===== src/rtl/mips_pkg.sv =====
// Shared definitions for the multicycle MIPS control path:
// FSM state encoding, opcodes, ALU/mux select encodings, control bundle.
package mips_pkg;

  typedef enum logic [3:0] {
    FETCH   = 4'd0,
    DECODE  = 4'd1,
    MEMADR  = 4'd2,
    MEMRD   = 4'd3,
    MEMWB   = 4'd4,
    MEMWR   = 4'd5,
    EXECUTE = 4'd6,
    ALUWB   = 4'd7,
    BRANCH  = 4'd8,
    ADDIEX  = 4'd9,
    ADDIWB  = 4'd10,
    JUMP    = 4'd11
  } statetype_t;

  localparam logic [5:0] OP_LW    = 6'b100011;
  localparam logic [5:0] OP_SW    = 6'b101011;
  localparam logic [5:0] OP_RTYPE = 6'b000000;
  localparam logic [5:0] OP_BEQ   = 6'b000100;
  localparam logic [5:0] OP_ADDI  = 6'b001000;
  localparam logic [5:0] OP_J     = 6'b000010;

  localparam logic [1:0] ALUOP_ADD   = 2'b00;
  localparam logic [1:0] ALUOP_SUB   = 2'b01;
  localparam logic [1:0] ALUOP_FUNCT = 2'b10;

  localparam logic [1:0] SRCB_REG    = 2'b00;
  localparam logic [1:0] SRCB_FOUR   = 2'b01;
  localparam logic [1:0] SRCB_IMM    = 2'b10;
  localparam logic [1:0] SRCB_IMMSH  = 2'b11;

  localparam logic [1:0] PCSRC_ALU    = 2'b00;
  localparam logic [1:0] PCSRC_ALUOUT = 2'b01;
  localparam logic [1:0] PCSRC_JUMP   = 2'b10;

  typedef struct packed {
    logic       pcwrite;
    logic       branch;
    logic       irwrite;
    logic       memwrite;
    logic       iord;
    logic       regwrite;
    logic       regdst;
    logic       memtoreg;
    logic       alusrca;
    logic [1:0] alusrcb;
    logic [1:0] aluop;
    logic [1:0] pcsrc;
  } ctrl_t;

  localparam ctrl_t CTRL_NONE = '0;

endpackage


===== src/rtl/mips_mainfsm.sv =====
// Multicycle MIPS main control FSM (Moore; pcen also uses zero).
// In: clk, rst (async active-low), op[5:0], zero. Out: datapath enables/selects.
module mips_mainfsm
  import mips_pkg::*;
(
  input  logic       clk,
  input  logic       rst,
  input  logic [5:0] op,
  input  logic       zero,
  output logic       pcen,
  output logic       irwrite,
  output logic       memwrite,
  output logic       iord,
  output logic       regwrite,
  output logic       regdst,
  output logic       memtoreg,
  output logic       alusrca,
  output logic [1:0] alusrcb,
  output logic [1:0] aluop,
  output logic [1:0] pcsrc
);

  statetype_t state_q;
  statetype_t state_d;
  ctrl_t      ctrl;

  always_ff @(posedge clk or negedge rst) begin
    if (!rst) state_q <= FETCH;
    else      state_q <= state_d;
  end

  always_comb begin
    state_d = FETCH;
    unique case (state_q)
      FETCH:   state_d = DECODE;
      DECODE: begin
        unique case (1'b1)
          (op == OP_LW),
          (op == OP_SW):    state_d = MEMADR;
          (op == OP_RTYPE): state_d = EXECUTE;
          (op == OP_BEQ):   state_d = BRANCH;
          (op == OP_ADDI):  state_d = ADDIEX;
          (op == OP_J):     state_d = JUMP;
          default:          state_d = FETCH;
        endcase
      end
      MEMADR:  state_d = (op == OP_LW) ? MEMRD : MEMWR;
      MEMRD:   state_d = MEMWB;
      EXECUTE: state_d = ALUWB;
      ADDIEX:  state_d = ADDIWB;
      MEMWB,
      MEMWR,
      ALUWB,
      BRANCH,
      ADDIWB,
      JUMP:    state_d = FETCH;
      default: state_d = FETCH;
    endcase
  end

  always_comb begin
    ctrl = CTRL_NONE;
    unique case (state_q)
      FETCH: begin
        ctrl.irwrite = 1'b1;
        ctrl.pcwrite = 1'b1;
        ctrl.alusrcb = SRCB_FOUR;
      end
      DECODE: begin
        ctrl.alusrcb = SRCB_IMMSH;
      end
      MEMADR: begin
        ctrl.alusrca = 1'b1;
        ctrl.alusrcb = SRCB_IMM;
      end
      MEMRD: begin
        ctrl.iord = 1'b1;
      end
      MEMWB: begin
        ctrl.regwrite = 1'b1;
        ctrl.memtoreg = 1'b1;
      end
      MEMWR: begin
        ctrl.iord     = 1'b1;
        ctrl.memwrite = 1'b1;
      end
      EXECUTE: begin
        ctrl.alusrca = 1'b1;
        ctrl.aluop   = ALUOP_FUNCT;
      end
      ALUWB: begin
        ctrl.regdst   = 1'b1;
        ctrl.regwrite = 1'b1;
      end
      BRANCH: begin
        ctrl.alusrca = 1'b1;
        ctrl.aluop   = ALUOP_SUB;
        ctrl.branch  = 1'b1;
        ctrl.pcsrc   = PCSRC_ALUOUT;
      end
      ADDIEX: begin
        ctrl.alusrca = 1'b1;
        ctrl.alusrcb = SRCB_IMM;
      end
      ADDIWB: begin
        ctrl.regwrite = 1'b1;
      end
      JUMP: begin
        ctrl.pcwrite = 1'b1;
        ctrl.pcsrc   = PCSRC_JUMP;
      end
      default: ctrl = CTRL_NONE;
    endcase
  end

  // zero is live in BRANCH so the PC takes the target on the same edge.
  assign pcen     = ctrl.pcwrite | (ctrl.branch & zero);
  assign irwrite  = ctrl.irwrite;
  assign memwrite = ctrl.memwrite;
  assign iord     = ctrl.iord;
  assign regwrite = ctrl.regwrite;
  assign regdst   = ctrl.regdst;
  assign memtoreg = ctrl.memtoreg;
  assign alusrca  = ctrl.alusrca;
  assign alusrcb  = ctrl.alusrcb;
  assign aluop    = ctrl.aluop;
  assign pcsrc    = ctrl.pcsrc;

endmodule

===== config.mk =====
export PLATFORM = sky130hd
export DESIGN_NAME = mips_mainfsm
export DESIGN_NICKNAME = d
export VERILOG_FILES = /design/src/rtl/mips_pkg.sv /design/src/rtl/mips_mainfsm.sv
export SDC_FILE = /design/constraint.sdc
export NUM_CORES = 1
export LEC_CHECK = 0
export CORE_MARGIN = 10
export CORE_UTILIZATION = 29
export CTS_CLUSTER_SIZE = 14
export DETAILED_ROUTE_END_ITERATION = 6
export SLEW_MARGIN = 25
export SYNTH_ARGS = -nofsm -noshare
export SYNTH_HDL_FRONTEND = slang
export SYNTH_SLANG_ARGS = --single-unit

===== constraint.sdc =====
create_clock -name clk -period 4.5 [get_ports clk]
set_input_delay 0.9 -clock clk [delete_from_list [all_inputs] [get_ports clk]]
set_output_delay 0.9 -clock clk [all_outputs]
set_load 0.005 [all_outputs]

==> Yosys cells after proc, flatten, opt, wreduce, memory -nomap -nowiden <==
Index checks and enable logic that the tools add are counted.
{ "totals": {"register_bits": 4, "in_bits": 9, "output_inout_bits": 14, "elab_cells": 42} }
{ "classes": {"n_eq_ne": 16, "muxes": 15, "bitwise": 2, "n_reduce_logical": 8} }
{ "op_table": {"columns": ["cell", "n"], "rows": [
  ["$pmux 4 s6", 1],
  ["$pmux 4 s5", 1],
  ["$eq 4x3->1 const B", 4],
  ["$eq 4x4->1 const B", 4],
  ["$eq 6x6->1 const B", 2],
  ["$mux 1", 9],
  ["$eq 4x2->1 const B", 2],
  ["$pmux 2 s2", 2],
  ["$reduce_or 2->1", 4],
  ["$eq 6x2->1 const B", 1],
  ["$eq 6x3->1 const B", 1],
  ["$eq 6x4->1 const B", 1],
  ["$logic_not 6->1", 1],
  ["$pmux 2 s3", 1],
  ["$eq 4x1->1 const B", 1],
  ["$logic_not 4->1", 1],
  ["$reduce_or 4->1", 1],
  ["$mux 3", 1],
  ["$reduce_or 3->1", 1],
  ["$and 1x1->1", 1],
  ["$or 1x1->1", 1]
]} }

==> Longest topological paths before layout <==
{ "depth": {"depth_word": 4, "mapped_depth": 5, "ltp_nobuf": 3} }

==> Least setup slack after synthesis <==
OpenSTA, ideal clock, no wires.
{ "synth_timing": {"path_type": "reg-to-output", "start": "reg state_q[2]", "end": "out regwrite", "t_arrival_ps": 1168, "path_slack_ps": 2432, "stages_incl_launch_ff": 5, "n_path_buf": 1, "cell_sequence": "dfrtp_1 > buf_1 > nand2b_1 > mux2i_1 > a21o_1"} }
{ "synth_between": {"elab_chain_cells": 3, "elab_cells_between_ends": 5} }
{ "synth_rtl": {"columns": ["element", "line", "source"], "rows": [
  ["start, declared", "mips_mainfsm.sv:23", "statetype_t state_q;"],
  ["start signal, assigned", "mips_mainfsm.sv:29", "else state_q <= state_d;"],
  ["$eq 4x3->1 / $eq 4x4->1 (equally long branches)", "mips_mainfsm.sv:63", "unique case (state_q)"],
  ["$reduce_or 3->1 (no line) (*)", null, null],
  ["$mux 1 (*)", "mips_mainfsm.sv:63", null],
  ["end, declared", "mips_mainfsm.sv:14", "output logic regwrite,"]
]} }
Every way passes the cells marked *; elsewhere a longest branch is shown, timed or not.

==> Worst setup path after layout <==
{ "layout_timing": {"start": "reg state_q[1]", "end": "out alusrcb[1]"} }
{ "layout_between": {"elab_chain_cells": 3, "elab_cells_between_ends": 6} }
{ "layout_rtl": {"columns": ["element", "line", "source"], "rows": [
  ["$eq 4x4->1 / $eq 4x2->1 (equally long branches)", "mips_mainfsm.sv:63", null],
  ["$reduce_or 2->1 (no line)", null, null],
  ["$pmux 2 s3 (*)", "mips_mainfsm.sv:63", null],
  ["end, declared", "mips_mainfsm.sv:18", "output logic [1:0] alusrcb,"]
]} }
Marked as above.

==> metrics.yaml <==
status: "complete, no violations"
reg.largest.list: "state_q (4)"
peakVddDrop_mv: 0.1955
report.final.slew_viol_count: 0
largest_reg_flops: 4
dp_hpwl_um: 1023
grt_max_degree: 18
ys_seq_area_share_pct: 23.53
clkSinkCount: 4
fin_crit_ns: 3.023
vias: 520
syn_area_per_cell_um2: 7.210
cts_root_buf: "clkbuf_4"
cp_cell_sequence: "inv_2 -> or3_1 -> a21oi_1 -> clkdlybuf4s50_1"
worstPathMaxFanout: 16
yosysUniqueCellTypes: 31
grtUsageMet3_pct: 4.721
max_freq_ghz: 0.3308
syn_nets: 68
cts_resized: 0
path_clk_slew_ns: 0.04
worstMarginPinSlew_ns: 0.5174
die_area_mm2: 0.003399
rsz0062_at_grt: "no"
antenna_found_initial: 0
wire_per_inst_um: 13.86
max_stage_delay_ns: 0.64
io_pins: 23
synthArstFlopShare_pct: 100.0
grt_first_pass_wirelength_um: 2221
cap_violations: 0
grtUsageMet2_pct: 12.75
synth_flop_cell: "dfrtp_1"
crit_slowest_cell: "dfrtp_1"
drt_iter0_drc: 6
final_antenna_net_count: 0
numCtsBuffers: 3
synth_edf_count: 0
via_per_inst: 5.532
grtUsageMet1_pct: 7.674
finalCritPeriodShare_pct: 67.18
grt_overflow: 0
globalRouteTotalUtil_pct: 8.106
drc_errors: 0
cts_hold_buf: 0
slew_headroom_pct: 65.51
end_kind: "output port"
core_mm2: 0.001350
fin_tns_setup_ns: 0
final_net_count: 90
critPathTopFamily: "flip-flops"
htreeDepth: 1
cp-start-kind: "flip-flop"
pre_cts_slack_ns: 1.479
p_leak_nw: 0.2592
power_per_cell_area_mw_per_mm2: 398.3
die_width_um: 58.30
synth_cells: 59
gp_congestion: 0.7240
cp.arrival_ns: 2.12
fin_util_pct: 49.49
busiest_layer: "met2"
setup_viol_count_final: 0
postCtsSetupBuffers: 0
synth_seq_cells: 4
worst-path-buf-inv: 2
syn_area_um2: 425.4
regMostFlops: "state_q"
grt_pass1_vias: 529
rrSetupSlack_ns: 3.03
clk_path_buf_depth: 2
routed_wl_um: 1303
path_class: "flip-flop to output port"
numPortBuffers: 22
timing.hold.ws_ns: 0.6198
finalHoldViolations: 0
die_h_um: 58.30
initial_core_util_pct: 31.51
min_path_type: "flip-flop to flip-flop"
row_count: 13
layout-drive-gt1-share_pct: 7.595
cp.required_ns: 3.60
diodes: 0
area_delta_synth_final_pct: 57.06
ys.warnings.count: 0
layout_setup_ws_ns: 1.477
cts_tree: "built"
drtPass1Iterations: 4
skew_ns: 0.004231
p_total_uw: 266.1
insertion_delay_ns: 0.24
worst register-to-register path, delay by kind of cell, from the launching register on:
| kind | cells | cell delay (ns) |
|---|---|---|
| buffers and inverters | 1 | 0.13 |
| and+or+nand+nor | 1 | 0.43 |
| DFF | 1 | 0.64 |
| AOI/OAI and AO/OA | 1 | 0.18 |
cell usage after synthesis (2+ instances only):
library cell  n  area [um2]
xnor2_1       2       17.52
clkbuf_1      4       15.01
o21ai_0       3       15.01
nor4_1        2       12.51
nand2_1       2       7.510
or3_1         2       12.51
a21oi_1       4       20.02
nor2_1        6       22.52
dfrtp_1       4       100.1
nor3_1        8       40.04
nand2b_1      2       12.51
per-layer routing:
| metal | wire [um] | part of all wire (%) |
|---|---|---|
| met2 | 590 | 45 |
| met5 | 0 | 0 |
| met1 | 523 | 40 |
| met4 | 31 | 2.4 |
| met3 | 159 | 12 |
cells in the final DEF, fill, tap and decap left out, drive strengths merged, types with 2 or more instances in the layout:
cell type | netlist | layout
inv | 2 | 2
dfrtp | 4 | 4
a21oi | 4 | 4
clkbuf | 4 | 3
nor4 | 2 | 2
xnor2 | 2 | 2
and3 | 2 | 2
nand2b | 2 | 2
o21ai | 3 | 3
nand2 | 2 | 2
nor3 | 8 | 8
nor2 | 6 | 6
clkdlybuf4s50 | 0 | 22
or3 | 2 | 2
logic make-up after synthesis:
| group | after synthesis | share of synthesized area [%] |
|---|---|---|
| and+or+nand+nor | 32 | 42.65 |
| xor gates and xnor gates | 3 | 6.178 |
| muxes | 1 | 2.353 |
| DFF | 4 | 23.53 |
| AOI/OAI and AO/OA | 12 | 19.12 |
| buffers and inverters | 7 | 6.173 |
power breakdown:
group	internal, mW	leakage, nW	switching (mW)
Clock	0.0299	0.0138	0.0157
Combinational	0.0903	0.192	0.0506
Sequential	0.0440	0.0531	0.0356
Total	0.164	0.259	0.102
cell type report:
class                           instances  area, um2
Fill cell                             143      681.9
Tap cell                               15      18.77
Clock buffer                            3      22.52
Inverter                                2      7.507
Multi-Input combinational cell         48      299.0
Sequential cell                         4      100.1
Timing Repair Buffer                   22      220.2
through the flow:
| step | cell area [um2] | cells |
|---|---|---|
| finish | 668.1 | 94 |
| global route | 668.1 | 94 |
| CTS | 668.1 | 94 |
| detailed placement | 645.6 | 91 |
| global placement | 645.6 | 91 |
| floorplan | 425.4 | 59 |
path summary, 6_finish.rpt:
check,startpoint,end,cells after the start
setup / recovery,state_q[1],alusrcb[1],4
hold / removal,state_q[3],state_q[0],1
setup reg to reg,state_q[1],state_q[1],3
hold reg to reg,state_q[3],state_q[0],1
max in group asynchronous,rst,state_q[3],1
min in group asynchronous,rst,state_q[1],1
Power figures use the tool's default switching activity.
